`config.mk`:
```
export PLATFORM = sky130hd
export DESIGN_NAME = dmem_arbiter
export DESIGN_NICKNAME = d
export VERILOG_FILES = /design/src/rtl/dmem_arbiter_pkg.sv /design/src/rtl/dmem_arbiter.sv
export SDC_FILE = /design/constraint.sdc
export NUM_CORES = 1
export LEC_CHECK = 0
export ABC_AREA = 1
export CORE_AREA = 2 2 97 99
export DETAILED_ROUTE_END_ITERATION = 10
export DIE_AREA = 0 0 99 101
export PLACE_DENSITY = 0.67
export SYNTH_ARGS = -nofsm -noshare
export SYNTH_HDL_FRONTEND = slang
export SYNTH_SLANG_ARGS = --single-unit
export TNS_END_PERCENT = 100
```
`constraint.sdc`:
```
create_clock -name clk -period 2 [get_ports clk]
set_clock_uncertainty 0.1 [all_clocks]
set_input_delay 0.3 -clock clk [delete_from_list [all_inputs] [get_ports clk]]
set_output_delay 0.3 -clock clk [all_outputs]
set_load 0.05 [all_outputs]
```
`src/rtl/dmem_arbiter_pkg.sv`:
```
// Shared types and constants for the data-memory arbiter between the core
// load/store port and the debug/loader port.
package dmem_arbiter_pkg;

  typedef enum logic [1:0] {
    ARB_IDLE   = 2'd0,
    ARB_LAST_C = 2'd1,
    ARB_LAST_D = 2'd2,
    ARB_LOCK_D = 2'd3
  } arb_state_t;

  localparam int STARVE_MAX_DEFAULT = 4;

  // Load/store funct3 width codes; the arbiter forwards them untouched to memory.
  localparam logic [2:0] F3_B  = 3'b000;
  localparam logic [2:0] F3_H  = 3'b001;
  localparam logic [2:0] F3_W  = 3'b010;
  localparam logic [2:0] F3_BU = 3'b100;
  localparam logic [2:0] F3_HU = 3'b101;

endpackage

```
`src/rtl/dmem_arbiter.sv`:
```
// Two-port data-memory arbiter: core vs. debug/loader, round-robin with a debug
// burst lock and a starvation limit that forces a core grant.
module dmem_arbiter
  import dmem_arbiter_pkg::*;
#(
  parameter int STARVE_MAX = STARVE_MAX_DEFAULT,
  parameter int AW         = 12
) (
  input  logic          clk,
  input  logic          n_rst,

  input  logic          c_req,
  input  logic          c_we,
  input  logic [AW-1:0] c_addr,
  input  logic [31:0]   c_wdata,
  input  logic [2:0]    c_funct3,
  output logic          c_gnt,
  output logic          c_rvalid,
  output logic [31:0]   c_rdata,

  input  logic          d_req,
  input  logic          d_we,
  input  logic          d_lock,
  input  logic [AW-1:0] d_addr,
  input  logic [31:0]   d_wdata,
  input  logic [2:0]    d_funct3,
  output logic          d_gnt,
  output logic          d_rvalid,
  output logic [31:0]   d_rdata,

  output logic          m_wr,
  output logic          m_rd,
  output logic [AW-1:0] m_addr,
  output logic [31:0]   m_wdata,
  output logic [2:0]    m_funct3,
  input  logic [31:0]   m_rdata,

  output logic          core_stall
);

  localparam int SW = $clog2(STARVE_MAX + 1);
  localparam logic [SW-1:0] STARVE_LIMIT = SW'(STARVE_MAX);

  arb_state_t    state_q, state_d;
  logic [SW-1:0] starve_cnt_q, starve_cnt_d;
  logic          c_pend_q, c_pend_d;
  logic          d_pend_q, d_pend_d;

  logic          starved;
  logic          pick_c, pick_d;

  assign starved = c_req && (starve_cnt_q == STARVE_LIMIT);

  // Grant selection and next state; the starvation limit overrides the lock.
  always_comb begin
    pick_c  = 1'b0;
    pick_d  = 1'b0;
    state_d = state_q;

    if (starved) begin
      pick_c = 1'b1;
    end else begin
      case (state_q)
        ARB_LOCK_D: pick_d = d_req;
        ARB_LAST_C: begin
          if (d_req) pick_d = 1'b1;
          else       pick_c = c_req;
        end
        default: begin
          if (c_req) pick_c = 1'b1;
          else       pick_d = d_req;
        end
      endcase
    end

    if (pick_c) begin
      if (!(state_q == ARB_LOCK_D && d_lock)) state_d = ARB_LAST_C;
    end else if (pick_d) begin
      state_d = d_lock ? ARB_LOCK_D : ARB_LAST_D;
    end else if (state_q == ARB_LOCK_D && !d_lock && !d_req) begin
      state_d = ARB_LAST_D;
    end
  end

  // Grants are masked while in reset so nothing reaches memory.
  assign c_gnt      = n_rst & pick_c;
  assign d_gnt      = n_rst & pick_d;
  assign core_stall = c_req & ~c_gnt;

  always_comb begin
    starve_cnt_d = starve_cnt_q;
    if (c_gnt || !c_req) begin
      starve_cnt_d = '0;
    end else if (d_gnt && starve_cnt_q != STARVE_LIMIT) begin
      starve_cnt_d = starve_cnt_q + 1'b1;
    end
  end

  always_comb begin
    c_pend_d = c_gnt & ~c_we;
    d_pend_d = d_gnt & ~d_we;
  end

  always_comb begin
    m_wr     = 1'b0;
    m_rd     = 1'b0;
    m_addr   = '0;
    m_wdata  = '0;
    m_funct3 = '0;
    if (c_gnt) begin
      m_wr     = c_we;
      m_rd     = ~c_we;
      m_addr   = c_addr;
      m_wdata  = c_wdata;
      m_funct3 = c_funct3;
    end else if (d_gnt) begin
      m_wr     = d_we;
      m_rd     = ~d_we;
      m_addr   = d_addr;
      m_wdata  = d_wdata;
      m_funct3 = d_funct3;
    end
  end

  always_ff @(posedge clk or negedge n_rst) begin
    if (!n_rst) begin
      state_q      <= ARB_IDLE;
      starve_cnt_q <= '0;
      c_pend_q     <= 1'b0;
      d_pend_q     <= 1'b0;
    end else begin
      state_q      <= state_d;
      starve_cnt_q <= starve_cnt_d;
      c_pend_q     <= c_pend_d;
      d_pend_q     <= d_pend_d;
    end
  end

  assign c_rvalid = c_pend_q;
  assign d_rvalid = d_pend_q;
  assign c_rdata  = c_pend_q ? m_rdata : 32'h0;
  assign d_rdata  = d_pend_q ? m_rdata : 32'h0;

  gnt_onehot_a: assert property (@(posedge clk) disable iff (!n_rst)
    !(c_gnt && d_gnt));
  strobe_onehot_a: assert property (@(posedge clk) disable iff (!n_rst)
    !(m_wr && m_rd));

endmodule

```
==> results.tsv, run 1 <==
metric	value	unit
pin count of the biggest net entering global routing	34	
Syn. warnings	0	
Yosys top cell area share	48.6	%
Leakage Power	0.00321	uW
post-layout util	68.7	%
top_reg_cell synth	dfrtp_1	
vias in the first global route	3096	
r2r worst-path depth	12	
die area	0.0100	mm2
Yosys cell types	21	
worst setup margin	-188	ps
1st-pass router iterations	4	
Fillers	649	
crit share post-route	109	%
Clock power frac	6.4	%
pwr/cell area	544	mW/mm2
Max-cap violations	0	
detailed placement HPWL	7770	um
Worst Setup End Kind	primary output	
Worst R2R Setup Slack	320	ps
multi-input combinational cell area	0.00143	mm2
clk root buf	clkbuf_8	
Chip Height	101	um
average wire per standard cell	14.0	um
Final Hold Viols	0	
Crit path required time	1600	ps
commonest non-fill, non-tap cell in the layout	clkdlybuf4s50_1	
violated checks	setup timing	
syn nets	480	
final setup vio count	50	
clock sink total	7	
total gr overflow	0	
Core ar.	0.00898	mm2
maximum VDD drop	386	uV
r2r endpoint	starve_cnt_q[1]$_DFFE_PN0P_	
first-pass GRT wire length	15300	um
Syn Std Cell Area	0.00159	mm2
post-synth top area cell	nand2_1	
sequential share of the synthesized area	11.0	%
nets	749	
Die X	99	um
starting density of the core	17.7	%
Vias	2995	
gr usage total	19.0	%
Int Pwr	1730	uW
Fin Setup TNS	-6670	ps
Iteration-0 DRC Markers	34	
Max Slew Vio Count	0	
Worst Setup Path Type	flop to primary output	
detailed-route wire length	10200	um
H-tree levels	1	
Reg clk slew, reported paths	40	ps
number of port buffers	250	
Avg Cell Area, Syn	4.61	um2
DRC	0	
RSZ-0062 raised after global routing	yes	
Reg power frac	5.8	%
ranking of synthesized cells by area	nand2_1, inv_1, dfrtp_1	
combinational cell fraction of total power	87.8	%
Post-synth ARST share	100	%
Vias/cell	4.14	
CP max FO	6	
initial antenna violation count	0	
Startpoint Class	flop	
RD Place Congestion	0.848	
area grow syn2layout	288	%
IO Pins	251	
ANT nets after route	0	
Worst Hold Slack	472	ps
share of layout cells above drive strength 1	41.8	%
Gate Count Post-Synth	345	
CTS tree	built	
area taken by flip-flops and latches	175	um2
sw frac	48.5	%
number of synthesized flops with an enable pin	0	
clock buffer count from CTS	3	
Min-Delay Path Class	input port to async pin	
num rows	35	
antenna cells	0	
most frequent cells in the layout	clkdlybuf4s50_1, nand2_1, buf_12	
Tmin final	2190	ps
CTS Buffer Depth	2	
Slew headroom	76.9	%
Max Fclk	457	MHz
register bit total from synthesis	7	
Worst-Margin Slew	347	ps
worst r2r src	starve_cnt_q[0]$_DFFE_PN0P_	
Skew-Pair Late Insertion Delay	240	ps
Hold-fix buffers, CTS	0	
outcome	finished with violations	
Switching Power	1630	uW
CP arrival	1790	ps
==> sequential cells by signal, indices dropped and copies added, names as in the netlist <==
| register | cells |
|---|---|
| starve_cnt_q | 3 |
| c_rvalid | 1 |
| d_rvalid | 1 |
| state_q | 2 |
==> layout make-up <==
| type | instances | area share (%) |
|---|---|---|
| repair buffers | 280 | 66.1 |
| clock buffers | 4 | 0.730 |
| well taps | 111 | 2.25 |
| inverters | 76 | 4.87 |
| multi-input cells | 246 | 23.2 |
| flip-flops and latches | 7 | 2.84 |
==> kinds of logic (layout without fill, tap and decap cells) <==
group                    count (synthesis)  count (layout)  share of synthesized area, %
XOR/XNOR                                 1               1                         0.551
adder cells (fa/ha/maj)                  2               2                          1.57
AND/OR/NAND/NOR                        235             235                          59.2
flip-flops                               7               7                          11.0
AO/OA/AOI/OAI                            8               8                          2.83
buffers and inverters                   92             360                          24.8
==> Yosys cell counts, types with 2 or more instances <==
library cell / count
nand4_1: 3
nand2_1: 206
nand3_1: 4
dfrtp_1: 7
a21oi_1: 4
inv_1: 72
inv_2: 4
o22ai_1: 2
buf_2: 5
ha_1: 2
buf_6: 3
nor2_1: 5
nand2_2: 15
clkbuf_1: 6
==> layer usage <==
metal	GRT usage (%)	part of all wire (%)	vias to the layer above
li1	-	-	1506
met2	38.6	57	161
met1	18.9	33	1316
met5	0	0	-
met4	4.53	1.5	0
met3	4.92	8.7	12
==> worst max-delay path: stages (launching register included) <==
cell and delay, ps:
dfrtp_1 360, inv_2 60, ha_4 160, nand2_4 80
nor2_4 40, nor2_4 100, nand2_4 80, inv_8 110
buf_12 120, clkbuf_16 140, nand2_1 60, nand2_2 90
buf_12 140
==> power by group through the flow <==
| stage | logic [uW] | registers (uW) | clock network (uW) |
|---|---|---|---|
| 3_5_place_dp | 2620 | 198 | 0 |
| 3_3_place_gp | 2590 | 193 | 0 |
| 4_1_cts | 2940 | 195 | 217 |
| 6_report | 2940 | 196 | 213 |
| 2_1_floorplan | 1200 | 206 | 0 |
| 5_1_grt | 3070 | 200 | 224 |
==> how the worst max path moves through the flow <==
stage / cells after the start / start / slack (ps) / endpoint
after floorplan: 10 / starve_cnt_q[0]$_DFFE_PN0P_ / -120 / m_wr
after global placement: 10 / c_req / -190 / m_wdata[7]
after detailed placement: 10 / c_req / -290 / m_addr[11]
after CTS: 13 / starve_cnt_q[0]$_DFFE_PN0P_ / -240 / m_addr[7]
after global routing: 12 / starve_cnt_q[1]$_DFFE_PN0P_ / -260 / m_wdata[11]
final: 12 / starve_cnt_q[0]$_DFFE_PN0P_ / -190 / m_wdata[13]
==> stage by stage <==
stage	instances	setup WS [ps]	instance area, um2	power, uW
final	724	-188	6170	3350
after global routing	724	-261	6170	3490
after CTS	724	-239	6100	3350
after detailed placement	706	-294	5540	2820
after global placement	706	-195	5540	2780
after floorplan	345	-123	1680	1410
==> repair_timing <==
action,CTS,global route
setup buffers,10,2
cloned,6,1
pin swaps,10,9
gates resized for setup,77,34
endpoints found under the setup margin,52,52
Power figures use the tool's default switching activity.
==> inputs of run 2 (changes only) <==
- CTS_CLUSTER_DIAMETER: not set -> 80
==> results of run 2 <==
Final layout, timing and power as in run 1 (identical DEF).
==> inputs of run 3 (changes only) <==
- REMOVE_ABC_BUFFERS: not set -> 1
- clock period: 2 -> 2.1 ns (I/O delays scaled with it)
==> run 3 against run 2 <==
Compared with the run above: the run still ends with setup timing left; via count is 6.3% higher; critical path depth is 1 higher; first-iteration DRC count up 32%; combinational power grew 2%; sequential share of layout area fell by 0.10 points; hold slack better by 20 ps; cell count increased by 1.2%; critical endpoint is now m_addr[0]; worst setup slack lost 3.3 ps; clock-buffer cell count unchanged; cell area is 3.8% higher.
==> results.tsv, run 3 (synthesis results as in run 1) <==
metric	value	unit	change
Worst path max stage delay	400	ps	+40 ps
total gr overflow	0		unchanged
Startpoint Class	flop		
Design Power	3370	uW	+0.48%
CTS Buffer Depth	2		unchanged
Finished Cell Area	0.00640	mm2	+3.8%
Skew-Pair Late Insertion Delay	230	ps	about the same
Final Hold Viols	0		unchanged
combinational cell fraction of total power	88.7	%	+0.9 points
Reg with most FFs	starve_cnt_q		
CTS tree	built		
sw frac	48.7	%	+0.16 points
Switching Power	1640	uW	+0.82%
IO Pins	251		unchanged
crit path buf inv count	6		+1
CP dominant cell by count	nand2_4		
post-layout util	71.3	%	+2.6 points
final setup vio count	51		+2.0%
Max-cap violations	0		unchanged
Max Fclk	436	MHz	
maximum VDD drop	374	uV	-3.0%
first-pass GRT wire length	15500	um	+1.5%
worst setup margin	-191	ps	-3.25 ps
CP arrival	1880	ps	+90 ps
detailed-route wire length	11800	um	+17%
detailed placement HPWL	8170	um	+5.2%
Worst Hold Slack	492	ps	+20.4 ps
Max Slew Vio Count	0		unchanged
max reg flops	3		unchanged
vias in the first global route	3169		+2.4%
pwr/cell area	526	mW/mm2	-3.2%
die area	0.0100	mm2	unchanged
Leakage Power	0.00334	uW	+4.1%
RSZ-0062 raised after global routing	yes		
1st-pass router iterations	5		+1
Min-Delay Path Class	input port to async pin		
largest registers	starve_cnt_q x3, state_q x2		
Reg clk slew, reported paths	40	ps	about the same
Crit path required time	1680	ps	+80 ps
area grow syn2layout	303	%	
Worst Setup End Kind	primary output		
gr usage total	19.5	%	+0.53 points
clk root buf	clkbuf_8		
antenna cells	0		unchanged
commonest non-fill, non-tap cell in the layout	clkdlybuf4s50_1		
area post-placement	0.00548	mm2	-1.1%
DRC	0		unchanged
Reg power frac	5.6	%	-0.2 points
Slew headroom	76.4	%	-0.49 points
outcome	finished with violations		
num rows	35		unchanged
Iteration-0 DRC Markers	45		+32%
starting density of the core	17.7	%	unchanged
nets	758		+1.2%
multi-input combinational cell area	0.00155	mm2	+8.0%
Die X	99	um	unchanged
Vias	3185		+6.3%
ANT nets after route	0		unchanged
clock sink total	7		unchanged
initial antenna violation count	0		unchanged
Tmin final	2290	ps	
crit share post-route	109	%	
Worst Setup Path Type	flop to primary output		
CP max FO	6		unchanged
Worst-Margin Slew	354	ps	+7.34 ps
Vias/cell	4.35		+5.0%
share of layout cells above drive strength 1	46.0	%	+4.2 points
Cell Count Post-Placement	708		+0.28%
CP Cell Sequence	inv_2, ha_4, nand2_4, inv_2, nand2_2, nand2_4, nand2_4, inv_4, buf_4, buf_16, nand2_1, nand2_2, buf_12		
Fillers	629		-3.1%
Crit path max-delay family	buffers and inverters		
Core ar.	0.00898	mm2	unchanged
Int Pwr	1730	uW	+0.15%
fin cells	733		+1.2%
pin count of the biggest net entering global routing	34		unchanged
average wire per standard cell	16.2	um	+15%
violated checks	setup timing		
Clock power frac	5.7	%	-0.7 points
number of port buffers	250		unchanged
Chip Height	101	um	unchanged
most frequent cells in the layout	clkdlybuf4s50_1, buf_12, nand2_1		
clock buffer count from CTS	3		unchanged
Slowest cell on crit path	dfrtp_1		
RD Place Congestion	0.870		+2.5%
area taken by flip-flops and latches	175	um2	unchanged
H-tree levels	1		unchanged
run 3: final timing paths:
check	cells after the start	end	startpoint	slack, ps
worst max-delay path	13	m_addr[0]	starve_cnt_q[1]$_DFFE_PN0P_	-190
min in group clk	2	state_q[1]$_DFFE_PN0P_	state_q[1]$_DFFE_PN0P_	520
max in group asynchronous	2	starve_cnt_q[0]$_DFFE_PN0P_	n_rst	1260
worst min-delay path	2	state_q[1]$_DFFE_PN0P_	n_rst	490
worst min register to register	2	state_q[1]$_DFFE_PN0P_	state_q[1]$_DFFE_PN0P_	520
worst max register to register	11	starve_cnt_q[2]$_DFFE_PN0P_	starve_cnt_q[1]$_DFFE_PN0P_	390
run 3: final cells by class:
cell class,instances,share of cell area (%)
clock buffers,4,0.703
inverters,76,4.61
multi-input cells,246,24.1
flip-flops and latches,7,2.73
well taps,111,2.17
repair buffers,289,65.7
run 3: power groups by stage:
stage / Clock, uW / Sequential [uW] / Combinational [uW]
floorplan: 0 / 212 / 1040
global placement: 0 / 185 / 2450
detailed placement: 0 / 189 / 2480
CTS: 197 / 187 / 2800
global route: 206 / 193 / 3090
finish: 192 / 189 / 2990
run 3: worst register-to-register path, cell delays in order, from the launching register on:
cell,delay [ps]
dfrtp_1,400
inv_2,100
ha_4,150
nand2_4,50
buf_6,120
nor2_4,120
nor2_4,50
buf_4,140
nand3_1,120
inv_1,80
nand3_1,120
nand2_1,60
run 3: metrics by stage:
stage / worst slack, ps / setup TNS, ps
floorplan: -784 / -17650
CTS: -160 / -6200
detailed placement: -181 / -7400
global route: -260 / -11070
global placement: -131 / -4850
finish: -191 / -7430
run 3: metal layers:
| metal | global-route usage [%] | share of wire [%] | vias to the layer above |
|---|---|---|---|
| met5 | 0 | 0 | - |
| met1 | 19.4 | 33 | 1432 |
| li1 | - | - | 1528 |
| met3 | 5.13 | 7.8 | 32 |
| met4 | 4.95 | 3.2 | 0 |
| met2 | 39.6 | 56 | 193 |
run 3: repair_timing:
| action | in CTS | in global routing |
|---|---|---|
| pin swaps | 12 | 24 |
| resized for setup | 101 | 76 |
| buffers inserted | 14 | 2 |
| cloned | 5 | 4 |
| hold endpoints to repair | 0 | 0 |
| endpoints found under the setup margin | 52 | 52 |
| hold buffers | 0 | 0 |
